## config.mk

```make
export PLATFORM = sky130hd
export DESIGN_NAME = operand_fwd_ctrl
export DESIGN_NICKNAME = d
export VERILOG_FILES = /design/src/rtl/core_pkg.sv /design/src/rtl/fwd_match.sv /design/src/rtl/operand_fwd_ctrl.sv
export SDC_FILE = /design/constraint.sdc
export NUM_CORES = 1
export LEC_CHECK = 0
export BUFFER_PORTS_ARGS = -buffer_cell sky130_fd_sc_hd__buf_2
export CORE_MARGIN = 4
export CORE_UTILIZATION = 40
export CTS_CLUSTER_SIZE = 8
export DETAILED_ROUTE_END_ITERATION = 10
export PLACE_DENSITY = 0.73
export SLEW_MARGIN = 20
export SYNTH_ARGS = -nofsm -noshare
export SYNTH_HDL_FRONTEND = slang
export SYNTH_HIERARCHICAL = 1
export SYNTH_SLANG_ARGS = --single-unit
```

## constraint.sdc

```tcl
create_clock -name clk -period 4 [get_ports clk]
set_input_delay 0.2 -clock clk [delete_from_list [all_inputs] [get_ports clk]]
set_output_delay 0.2 -clock clk [all_outputs]
set_load 0.01 [all_outputs]
```

## src/rtl/core_pkg.sv

```systemverilog
// Shared types for the EX-stage operand forwarding control: mux select
// encoding and the per-stage destination-register shadow tag.
package core_pkg;

  localparam int REG_ADDR_W = 5;

  typedef enum logic [1:0] {
    FWD_RF  = 2'b00,
    FWD_MEM = 2'b01,
    FWD_WB  = 2'b10
  } fwd_sel_t;

  typedef struct packed {
    logic                  valid;
    logic [REG_ADDR_W-1:0] rd;
    logic                  reg_write;
    logic                  mem_read;
  } stage_tag_t;

  // Producer in stage e writes the register rs reads; x0 never matches.
  function automatic logic tag_match(stage_tag_t e, logic [REG_ADDR_W-1:0] rs);
    return e.valid & e.reg_write & (e.rd == rs) & (rs != '0);
  endfunction

endpackage

```

## src/rtl/fwd_match.sv

```systemverilog
// Per-operand hazard check: picks the forwarding source for one source
// register and flags a load in EX that this operand depends on.
module fwd_match
  import core_pkg::*;
(
  input  logic [REG_ADDR_W-1:0] rs,
  input  logic                  uses,
  input  stage_tag_t            ex_q,
  input  stage_tag_t            mem_q,
  output fwd_sel_t              sel,
  output logic                  load_hit
);

  logic ex_hit, mem_hit;

  assign ex_hit   = uses & tag_match(ex_q, rs);
  assign mem_hit  = uses & tag_match(mem_q, rs);
  assign load_hit = ex_hit & ex_q.mem_read;

  // The producer in EX is newer than the one in MEM, so it wins.
  always_comb begin
    sel = FWD_RF;
    if (ex_hit)       sel = FWD_MEM;
    else if (mem_hit) sel = FWD_WB;
  end

endmodule

```

## src/rtl/operand_fwd_ctrl.sv

```systemverilog
// Forwarding-select and load-use stall control for the EX operand muxes,
// with a saturating stall-cycle counter for performance debug.
module operand_fwd_ctrl #(
  parameter int REG_ADDR_W = 5,
  parameter int CNT_W      = 32
) (
  input  logic                  clk,
  input  logic                  rst_n,
  input  logic                  id_valid,
  input  logic [REG_ADDR_W-1:0] id_rs1,
  input  logic [REG_ADDR_W-1:0] id_rs2,
  input  logic                  id_uses_rs1,
  input  logic                  id_uses_rs2,
  input  logic [REG_ADDR_W-1:0] id_rd,
  input  logic                  id_reg_write,
  input  logic                  id_mem_read,
  input  logic                  ex_flush,
  input  logic                  pipe_hold,
  output logic [1:0]            fwd_a_sel,
  output logic [1:0]            fwd_b_sel,
  output logic                  stall,
  output logic [CNT_W-1:0]      stall_count
);

  localparam int NUM_OPS = 2;

  // WB occupancy is not tracked: the register file's write-before-read
  // bypass covers that stage, so it never affects selects or stall.
  core_pkg::stage_tag_t ex_q, mem_q;

  logic [NUM_OPS-1:0][REG_ADDR_W-1:0] rs;
  logic [NUM_OPS-1:0]                 uses;
  logic [NUM_OPS-1:0]                 load_hit;
  core_pkg::fwd_sel_t                 sel_c [NUM_OPS];
  logic [NUM_OPS-1:0][1:0]            sel_q;
  logic [CNT_W-1:0]                   cnt_q;
  logic                               bubble;

  assign rs   = {id_rs2, id_rs1};
  assign uses = {id_uses_rs2, id_uses_rs1};

  for (genvar i = 0; i < NUM_OPS; i++) begin : g_op
    fwd_match u_match (
      .rs       (rs[i]),
      .uses     (uses[i]),
      .ex_q     (ex_q),
      .mem_q    (mem_q),
      .sel      (sel_c[i]),
      .load_hit (load_hit[i])
    );
  end

  // A flush kills the ID instruction, so it can never also be stalled.
  assign stall  = !ex_flush & id_valid & (|load_hit);
  assign bubble = stall | ex_flush | !id_valid;

  always_ff @(posedge clk) begin
    if (!rst_n) begin
      ex_q  <= '0;
      mem_q <= '0;
      sel_q <= '0;
      cnt_q <= '0;
    end else if (!pipe_hold) begin
      mem_q <= ex_q;
      if (bubble) begin
        ex_q  <= '0;
        sel_q <= '0;
      end else begin
        ex_q <= '{valid: 1'b1, rd: id_rd, reg_write: id_reg_write,
                  mem_read: id_mem_read};
        for (int i = 0; i < NUM_OPS; i++) sel_q[i] <= sel_c[i];
      end
      if (stall && cnt_q != '1) cnt_q <= cnt_q + CNT_W'(1);
    end
  end

  assign fwd_a_sel   = sel_q[0];
  assign fwd_b_sel   = sel_q[1];
  assign stall_count = cnt_q;

endmodule
```

==> results of run 1 <==
[area by class of cell]
class	count	share of cell area [%]
Inverter	8	0.9740
Timing Repair Buffer	62	10.23
Multi-Input combinational cell	240	49.72
Clock inverter	1	0.1623
Sequential cell	51	33.12
Tap cell	77	3.125
Clock buffer	6	2.679
[sequential cells by signal (all words and copies together) (netlist names)]
register	count
ex_q	8
fwd_a_sel	2
fwd_b_sel	2
mem_q	7
stall_count	32
[per-stage QoR]
step	setup WS (ns)	hold slack (ns)	instance area [um^2]	utilization, %
final	0.8181	0.1256	3083	48.00
after global routing	0.6205	0.1207	3083	48.00
after CTS	0.8167	0.1193	3083	48.00
after detailed placement	0.8612	0.4405	2995	46.64
after global placement	0.9664	0.4302	2995	46.64
after floorplan	1.180	0.3441	2664	-
[critical path, cell delays in order, from the launching register on]
cell and delay [ns]:
dfxtp_1 0.41, xnor2_1 0.16, nand4_1 0.14, nor3_2 0.28
and2_1 0.19, nor2_1 0.08, or4_1 0.70, or3_1 0.52
or4_1 0.50, a21oi_1 0.14
[report_power, final]
group          switching [uW]  internal, uW
logic                    32.6          25.2
clock network             170           136
registers                3.48           510
[metal layers]
layer / wire [um] / track usage (%) / up-vias
met3: 270 / 3.467 / 7
met2: 3217 / 28.19 / 49
met1: 3167 / 22.99 / 1198
li1: - / - / 1280
met4: 71 / 3.924 / 0
met5: 0 / 0 / -
[final timing paths]
| check | cells after the start | slack [ns] | to |
|---|---|---|---|
| hold reg to reg | 2 | 0.51 | stall_count[30]$_SDFFE_PN0P_ |
| hold / removal | 3 | 0.13 | ex_q[3]$_SDFFE_PN0N_ |
| setup / recovery | 9 | 0.82 | stall_count[25]$_SDFFE_PN0P_ |
| setup reg to reg | 9 | 0.82 | stall_count[25]$_SDFFE_PN0P_ |
==> impl_metrics.csv, run 1 <==
group,metric,value,unit
sta,maximum_clock_frequency,314.3,MHz
worst_hold_path,hold_path.class,"input port to flip-flop",
sta,timing_hold_violations_final,0,
clock_network,root_buffer,"clkbuf_8",
detailed_routing,drtIter0Drc,106,
setup_path,crit_start,"ex_q[4]$_SDFFE_PN0N_",
setup_path,critical_path_required,4.24,ns
detailed_routing,detail_route.wl_per_cell,15.11,um
clock_network,cts_max_level,2,
detailed_routing,vias,2534,
cells_and_area,synthesis_to_finish_area_growth,15.74,%
cells_and_area,layout.cells.most_common_list,"buf_2, dfxtp_1, nor2_1, a21oi_1",
detailed_routing,vias_per_cell,5.694,
cells_and_area,final_layout_size_suffix_gt1_share,22.28,%
clock_network,clock_sink_count,51,
yosys,postSynthNetCount,343,
clock_network,postCtsHoldBufs,0,
sta,slew_headroom,49.87,%
sta,slew_violations,0,
clock_network,tritoncts.num_buffers,5,
die,num_io_pins,61,
global_route,grtUsageTotal,17.09,%
clock_network,worst_setup_hold_path_clk_slew,0.09,ns
cells_and_area,multi_input_area,1533,um^2
yosys,ys_warn_count,6,
sta,skew,0.002809,ns
run_status,run_status,"finished, final reports clean",
setup_path,worstPathMaxFanout,11,
die,die_y_extent,89.61,um
clock_network,worst_skew_pair.late_latency,0.30,ns
placed_design,placed_cells_incl_taps,438,
power,p_total,877.8,uW
die,die-area,8029,um^2
detailed_routing,routed_wirelength,6726,um
power,power.ir.vdd_worst,0.1206,mV
cells_and_area,mostFrequentLayoutCell,"buf_2",
global_route,antenna_found_initial,0,
setup_path,criticalPathCategory,"flip-flop to flip-flop",
clock_network,ctsResizeCount,0,
cells_and_area,final_nets,393,
setup_path,arrival_worst_endpoint,3.42,ns
clock_network,tritoncts,"built",
setup_path,crit_path_start_kind,"flip-flop",
yosys,synth_area_per_cell,8.377,um^2
placed_design,place.detailed.hpwl,4973,um
global_route,grt_start_max_net_pins,27,
global_route,grt_remaining_overflow,0,
placed_design,gpl.final_weighted_congestion,0.8517,
sta,period_utilisation_layout,79.55,%
setup_path,end_kind,"flip-flop",
worst_hold_path,min_from,"id_rd[1]",
placed_design,io_buffer_count,60,
flow_run,total_of_max_cap_violations,0,
cells_and_area,ff_latch_area,1021,um^2
cells_and_area,fill_cells,639,
power,p_leak,0.001050,uW
cells_and_area,antenna-diode-count,0,
clock_network,clk_path_buf_depth,2,
yosys,syn_area,2664,um^2
detailed_routing,detailedRoute.firstPassIterationCount,4,
sta,report.final.setup_viol,0,
die,start_util,41.48,%
sta,rsz0062_at_grt,"no",
cells_and_area,post_layout_cell_count,445,
global_route,vias_in_the_first_global_route,2302,
yosys,synth_cells,318,
power,power_density,284.7,nW/um^2
die,fp-row-count,29,
die,core_area,6422,um^2
sta,minimum_clock_period_after_layout,3.182,ns
setup_path,rr_startpoint,"ex_q[4]$_SDFFE_PN0N_",
detailed_routing,postRouteAntennaNets,0,
clock_network,cts_setup_buffers,0,
global_route,first_pass_grt_wire_length,10930,um
detailed_routing,dr_drc_count,0,
sta,worst_margin_pin_slew,0.7519,ns
sta,setup_tns,0,ns
die,die_x,89.61,um
Note: power is estimated with default switching activity, not from simulation.
==> inputs of run 2 (changes only) <==
--- a/config.mk
+++ b/config.mk
@@ -10,7 +10,7 @@
 export CORE_UTILIZATION = 40
 export CTS_CLUSTER_SIZE = 8
 export DETAILED_ROUTE_END_ITERATION = 10
-export PLACE_DENSITY = 0.73
+export PLACE_DENSITY = 0.75
 export SLEW_MARGIN = 20
 export SYNTH_ARGS = -nofsm -noshare
 export SYNTH_HDL_FRONTEND = slang
==> constraint.sdc (replaced) <==
create_clock -name clk -period 2.9 [get_ports clk]
set_input_delay 0.145 -clock clk [delete_from_list [all_inputs] [get_ports clk]]
set_output_delay 0.145 -clock clk [all_outputs]
set_load 0.01 [all_outputs]
==> run 2 against run 1 <==
Compared with the run above: flip-flop and latch count is the same; combinational power grew 47%; non-clock buffer count grew 16; clock power grew 90%; core utilization grew 2.8 points; via count grew 3.5%.
==> impl_metrics.csv, run 2 (synthesis gave the netlist of run 1 again) <==
group,metric,value,unit
sta,period_utilisation_layout,95.28,%
detailed_routing,vias,2623,
worst_hold_path,hold_path.class,"input port to flip-flop",
power,p_leak,0.001154,uW
die,num_io_pins,61,
placed_design,pre_cts_slack,-0.03800,ns
cells_and_area,final_layout_size_suffix_gt1_share,27.53,%
detailed_routing,detailedRoute.firstPassIterationCount,4,
sta,timing_hold_violations_final,0,
detailed_routing,drtIter0Drc,184,
flow_run,total_of_max_cap_violations,0,
die,die-area,8029,um^2
cells_and_area,design_area,3266,um^2
setup_path,critical_path_required,3.15,ns
placed_design,placed_cells_incl_taps,454,
clock_network,root_buffer,"clkbuf_8",
setup_path,end_kind,"flip-flop",
setup_path,worstPathMaxFanout,8,
sta,report.final.setup_viol,0,
setup_path,crit_path_top_delay_cell,"or4_4",
sta,slew_violations,0,
setup_path,cpPeakStageDelay,0.56,ns
sta,timing.final.ws_setup,0.1367,ns
clock_network,worst_skew_pair.late_latency,0.31,ns
global_route,grtUsageTotal,17.96,%
setup_path,crit_top_cell,"or4_1",
setup_path,arrival_worst_endpoint,3.01,ns
global_route,antenna_found_initial,0,
die,start_util,41.48,%
clock_network,tritoncts.num_buffers,5,
setup_path,criticalPathCategory,"flip-flop to flip-flop",
detailed_routing,routed_wirelength,6888,um
die,core_area,6422,um^2
cells_and_area,mostFrequentLayoutCell,"buf_2",
detailed_routing,dr_drc_count,0,
cells_and_area,layout.cells.most_common_list,"buf_2, dfxtp_1, nor2_1, a21oi_1, xnor2_1",
die,die_y_extent,89.61,um
sta,slew_headroom,51.69,%
detailed_routing,vias_per_cell,5.677,
sta,maximum_clock_frequency,361.9,MHz
clock_network,cts_setup_buffers,0,
cells_and_area,fill_cells,622,
clock_network,worst_setup_hold_path_clk_slew,0.10,ns
die,fp-row-count,29,
global_route,first_pass_grt_wire_length,11560,um
cells_and_area,antenna-diode-count,0,
cells_and_area,final_core_util,50.85,%
setup_path,crit_path_start_kind,"flip-flop",
setup_path,crit_path_cell_chain,"xnor2_1, nand4_1, nor3_2, and2_4, nor2_1, or4_4, or4_1, or4_1, a21oi_1",
global_route,grt_start_max_net_pins,23,
power,power.ir.vdd_worst,0.2744,mV
sta,worst_margin_pin_slew,0.7239,ns
detailed_routing,postRouteAntennaNets,0,
cells_and_area,final_nets,409,
global_route,vias_in_the_first_global_route,2537,
placed_design,gpl.final_weighted_congestion,0.8743,
cells_and_area,post_layout_cell_count,462,
sta,skew,0.008734,ns
sta,minimum_clock_period_after_layout,2.763,ns
power,power_density,421.1,nW/um^2
placed_design,io_buffer_count,60,
die,die_x,89.61,um
run_status,run_status,"finished, final reports clean",
detailed_routing,detail_route.wl_per_cell,14.91,um
cells_and_area,flip_flop_count_of_the_largest_register_after_layout,32,
placed_design,placed_cell_area,3115,um^2
clock_network,clock_sink_count,51,
clock_network,tritoncts,"built",
global_route,grt_remaining_overflow,0,
placed_design,place.detailed.hpwl,5282,um
cells_and_area,synthesis_to_finish_area_growth,22.59,%
clock_network,clk_path_buf_depth,2,
clock_network,cts_max_level,2,
## run 2: where the power goes
group / switching (uW) / leakage (uW) / total, uW / internal, uW
combinational: 46.8 / 0.000675 / 85.0 / 38.3
sequential: 4.59 / 0.000414 / 709 / 704
clock: 236 / 0.0000654 / 581 / 345
## run 2: repair_timing
action | in CTS | in global routing
pin swaps | 0 | 3
endpoints found under the setup margin | 4 | 5
hold buffers | 0 | 0
resized for setup | 2 | 6
## run 2: cell type report
class | count | area, um^2 | area share [%]
Clock buffer | 6 | 72.57 | 2.222
Tap cell | 77 | 96.34 | 2.950
Timing Repair Buffer | 78 | 435.4 | 13.33
Clock inverter | 2 | 60.06 | 1.839
Inverter | 8 | 30.03 | 0.9195
Sequential cell | 51 | 1027 | 31.46
Multi-Input combinational cell | 240 | 1544 | 47.28
## run 2: through the flow
step	TNS, ns	hold slack, ns	total power [uW]
detailed placement	-0.06097	0.3830	809.3
finish	0	0.06985	1375
global route	-0.01108	0.05794	1424
global placement	0	0.3771	807.2
floorplan	0	0.2891	771.1
CTS	0	0.05489	1389
## run 2: final timing paths
check | cells after the start | slack [ns] | from | to
setup / recovery | 9 | 0.14 | ex_q[5]$_SDFFE_PN0N_ | stall_count[29]$_SDFFE_PN0P_
hold / removal | 3 | 0.07 | id_rd[1] | ex_q[3]$_SDFFE_PN0N_
setup reg to reg | 9 | 0.14 | ex_q[5]$_SDFFE_PN0N_ | stall_count[29]$_SDFFE_PN0P_
hold reg to reg | 2 | 0.50 | stall_count[21]$_SDFFE_PN0P_ | stall_count[21]$_SDFFE_PN0P_
## run 2: critical path: cells and delay by family (launching register included)
kind | cells | cell delay [ns]
xor+xnor | 1 | 0.17
simple gates | 7 | 2.05
compound gates | 1 | 0.14
flops | 1 | 0.35
## run 2: layer usage
layer / wire (um) / share of wire, % / track usage [%] / vias up
li1: - / - / - / 1297
met1: 3047 / 44 / 23.05 / 1235
met2: 3337 / 48 / 29.52 / 73
met3: 362 / 5.3 / 4.015 / 18
met4: 141 / 2.0 / 6.495 / 0
met5: 0 / 0 / 0 / -
==> inputs of run 3 (changes only) <==
--- a/config.mk
+++ b/config.mk
@@ -5,12 +5,13 @@
 export SDC_FILE = /design/constraint.sdc
 export NUM_CORES = 1
 export LEC_CHECK = 0
+export ABC_AREA = 1
 export BUFFER_PORTS_ARGS = -buffer_cell sky130_fd_sc_hd__buf_2
 export CORE_MARGIN = 4
 export CORE_UTILIZATION = 40
 export CTS_CLUSTER_SIZE = 8
 export DETAILED_ROUTE_END_ITERATION = 10
-export PLACE_DENSITY = 0.75
+export PLACE_DENSITY = 0.73
 export SLEW_MARGIN = 20
 export SYNTH_ARGS = -nofsm -noshare
 export SYNTH_HDL_FRONTEND = slang
==> run 3 against run 2 <==
Compared with the run above: clock skew shrank 0.0052 ns; maximum frequency up 19%; die area rose by 29%; register-to-register slack better by 0.44 ns; global-route usage rose by 0.49 points; critical path type unchanged; largest cell class unchanged.
==> impl_metrics.csv, run 3 <==
group,metric,value,unit
run_status,run_status,"finished, final reports clean",
global_route,first_pass_grt_wire_length,15420,um
die,die_x,101.6,um
setup_path,critical-path-top-delay-family,"simple AND/OR/NAND/NOR gates",
clock_network,cts_setup_buffers,0,
sta,minimum_clock_period_after_layout,2.321,ns
setup_path,critical_path_required,3.07,ns
placed_design,io_buffer_count,60,
detailed_routing,detailedRoute.firstPassIterationCount,5,
detailed_routing,vias,3552,
die,die-area,10320,um^2
flow_run,total_of_max_cap_violations,0,
sta,skew,0.003569,ns
power,power.ir.vdd_worst,0.1667,mV
yosys,synth_cells,592,
clock_network,clock_sink_count,51,
global_route,grtUsageTotal,18.44,%
placed_design,placed_cells_incl_taps,742,
sta,setup_tns,0,ns
sta,timing_hold_violations_final,0,
global_route,antenna_found_initial,0,
clock_network,tritoncts.num_buffers,5,
detailed_routing,routed_wirelength,9329,um
power,power_density,331.2,nW/um^2
worst_hold_path,hold_path.class,"input port to flip-flop",
sta,slew_headroom,48.29,%
die,die_y_extent,101.6,um
setup_path,crit-reg2reg-capture,"stall_count[19]$_SDFFE_PN0P_",
clock_network,root_buffer,"clkbuf_8",
worst_hold_path,worst_hold_path.endpoint,"ex_q[1]$_SDFFE_PN0N_",
worst_hold_path,whs_path_depth,3,
cells_and_area,mostFrequentLayoutCell,"nand2_1",
clock_network,cts_max_level,2,
yosys,ys_warn_count,6,
setup_path,cpPeakStageDelay,0.45,ns
clock_network,postCtsHoldBufs,0,
global_route,grt_start_max_net_pins,41,
setup_path,worst-r2r-setup-slack,0.58,ns
sta,period_utilisation_layout,80.03,%
cells_and_area,synthesis_to_finish_area_growth,11.68,%
power,p_leak,0.001779,uW
setup_path,arrival_worst_endpoint,2.49,ns
placed_design,gpl.final_weighted_congestion,0.8965,
sta,maximum_clock_frequency,430.9,MHz
setup_path,critical_path_buf_inv_count,2,
yosys,syn_area,3503,um^2
sta,slew_violations,0,
setup_path,end_kind,"flip-flop",
detailed_routing,detail_route.wl_per_cell,12.44,um
detailed_routing,vias_per_cell,4.736,
detailed_routing,postRouteAntennaNets,0,
cells_and_area,post_layout_cell_count,750,
cells_and_area,flip_flop_count_of_the_largest_register_after_layout,32,
setup_path,rr_startpoint,"ex_q[2]$_SDFFE_PN0N_",
die,num_io_pins,61,
setup_path,crit_path_top_delay_cell,"nand3_4",
clock_network,worst_setup_hold_path_clk_slew,0.09,ns
setup_path,worstPathMaxFanout,40,
sta,worst_margin_pin_slew,0.7748,ns
cells_and_area,final_nets,669,
global_route,vias_in_the_first_global_route,3352,
setup_path,criticalPathCategory,"flip-flop to flip-flop",
yosys,postSynthNetCount,617,
yosys,synth_area_per_cell,5.918,um^2
setup_path,crit_path_cell_chain,"inv_1, nand2_1, nand2_1, inv_1, nand2_1, nor2_1, nand2_1, nor2_1, nor2_1, nor3_4, nand3_4, o21ai_2, nor2_1",
detailed_routing,drtIter0Drc,151,
clock_network,clk_path_buf_depth,2,
die,fp-row-count,33,
global_route,grt_remaining_overflow,0,
worst_hold_path,min_from,"id_reg_write",
cells_and_area,layout.cells.most_common_list,"nand2_1, nor2_1, inv_1, buf_2, dfxtp_1",
setup_path,crit_path_start_kind,"flip-flop",
sta,report.final.setup_viol,0,
cells_and_area,antenna-diode-count,0,
sta,rsz0062_at_grt,"no",
setup_path,reg2regPathDepth,13,
placed_design,place.detailed.hpwl,7120,um
detailed_routing,dr_drc_count,0,
clock_network,tritoncts,"built",
setup_path,worstSetupPathDepth,13,
setup_path,crit_start,"ex_q[2]$_SDFFE_PN0N_",
cells_and_area,final_layout_size_suffix_gt1_share,15.66,%
clock_network,worst_skew_pair.late_latency,0.31,ns
clock_network,ctsResizeCount,0,
die,start_util,41.80,%
die,core_area,8382,um^2
[run 3: per-stage QoR]
step | util (%) | setup WS (ns) | area, um^2 | power (uW) | hold slack [ns]
floorplan | - | 1.107 | 3503 | 807.7 | 0.2572
global placement | 45.48 | 0.6576 | 3812 | 846.9 | 0.4003
detailed placement | 45.48 | 0.5724 | 3812 | 848.3 | 0.4035
CTS | 46.68 | 0.5581 | 3913 | 1309 | 0.07283
global route | 46.68 | 0.2693 | 3913 | 1356 | 0.07305
finish | 46.68 | 0.5791 | 3913 | 1296 | 0.07411
[run 3: power by group]
| part | internal, uW | total, uW | switching, uW | leakage (uW) |
|---|---|---|---|---|
| combinational | 42.2 | 115 | 73.1 | 0.00132 |
| sequential | 708 | 717 | 8.98 | 0.000412 |
| clock | 219 | 464 | 245 | 0.0000515 |
[run 3: routing by layer]
layer,routed length [um],track usage [%],vias to the layer above
met5,0,0,-
li1,-,-,1890
met1,4256,23.84,1564
met3,504,3.237,16
met4,137,5.215,0
met2,4430,31.49,82
[run 3: worst min-delay path: cells and delay by family]
kind	cells	cell delay [ns]
buf+inv	1	0.10
simple gates	1	0.05
compound gates	1	0.05
[run 3: area by class of cell]
cell class	instances	area, um^2
multi-input combinational	447	2056
sequential	51	1021
fill	910	4469
timing repair buffer	62	315.3
inverter	77	289.0
clock buffer	8	100.1
tap	105	131.4
[run 3: worst max path at each step]
stage	end	slack [ns]
after floorplan	stall_count[11]$_SDFFE_PN0P_	1.11
after global placement	stall_count[19]$_SDFFE_PN0P_	0.66
after detailed placement	stall_count[19]$_SDFFE_PN0P_	0.57
after CTS	stall_count[19]$_SDFFE_PN0P_	0.56
after global routing	stall_count[15]$_SDFFE_PN0P_	0.27
final	stall_count[19]$_SDFFE_PN0P_	0.58
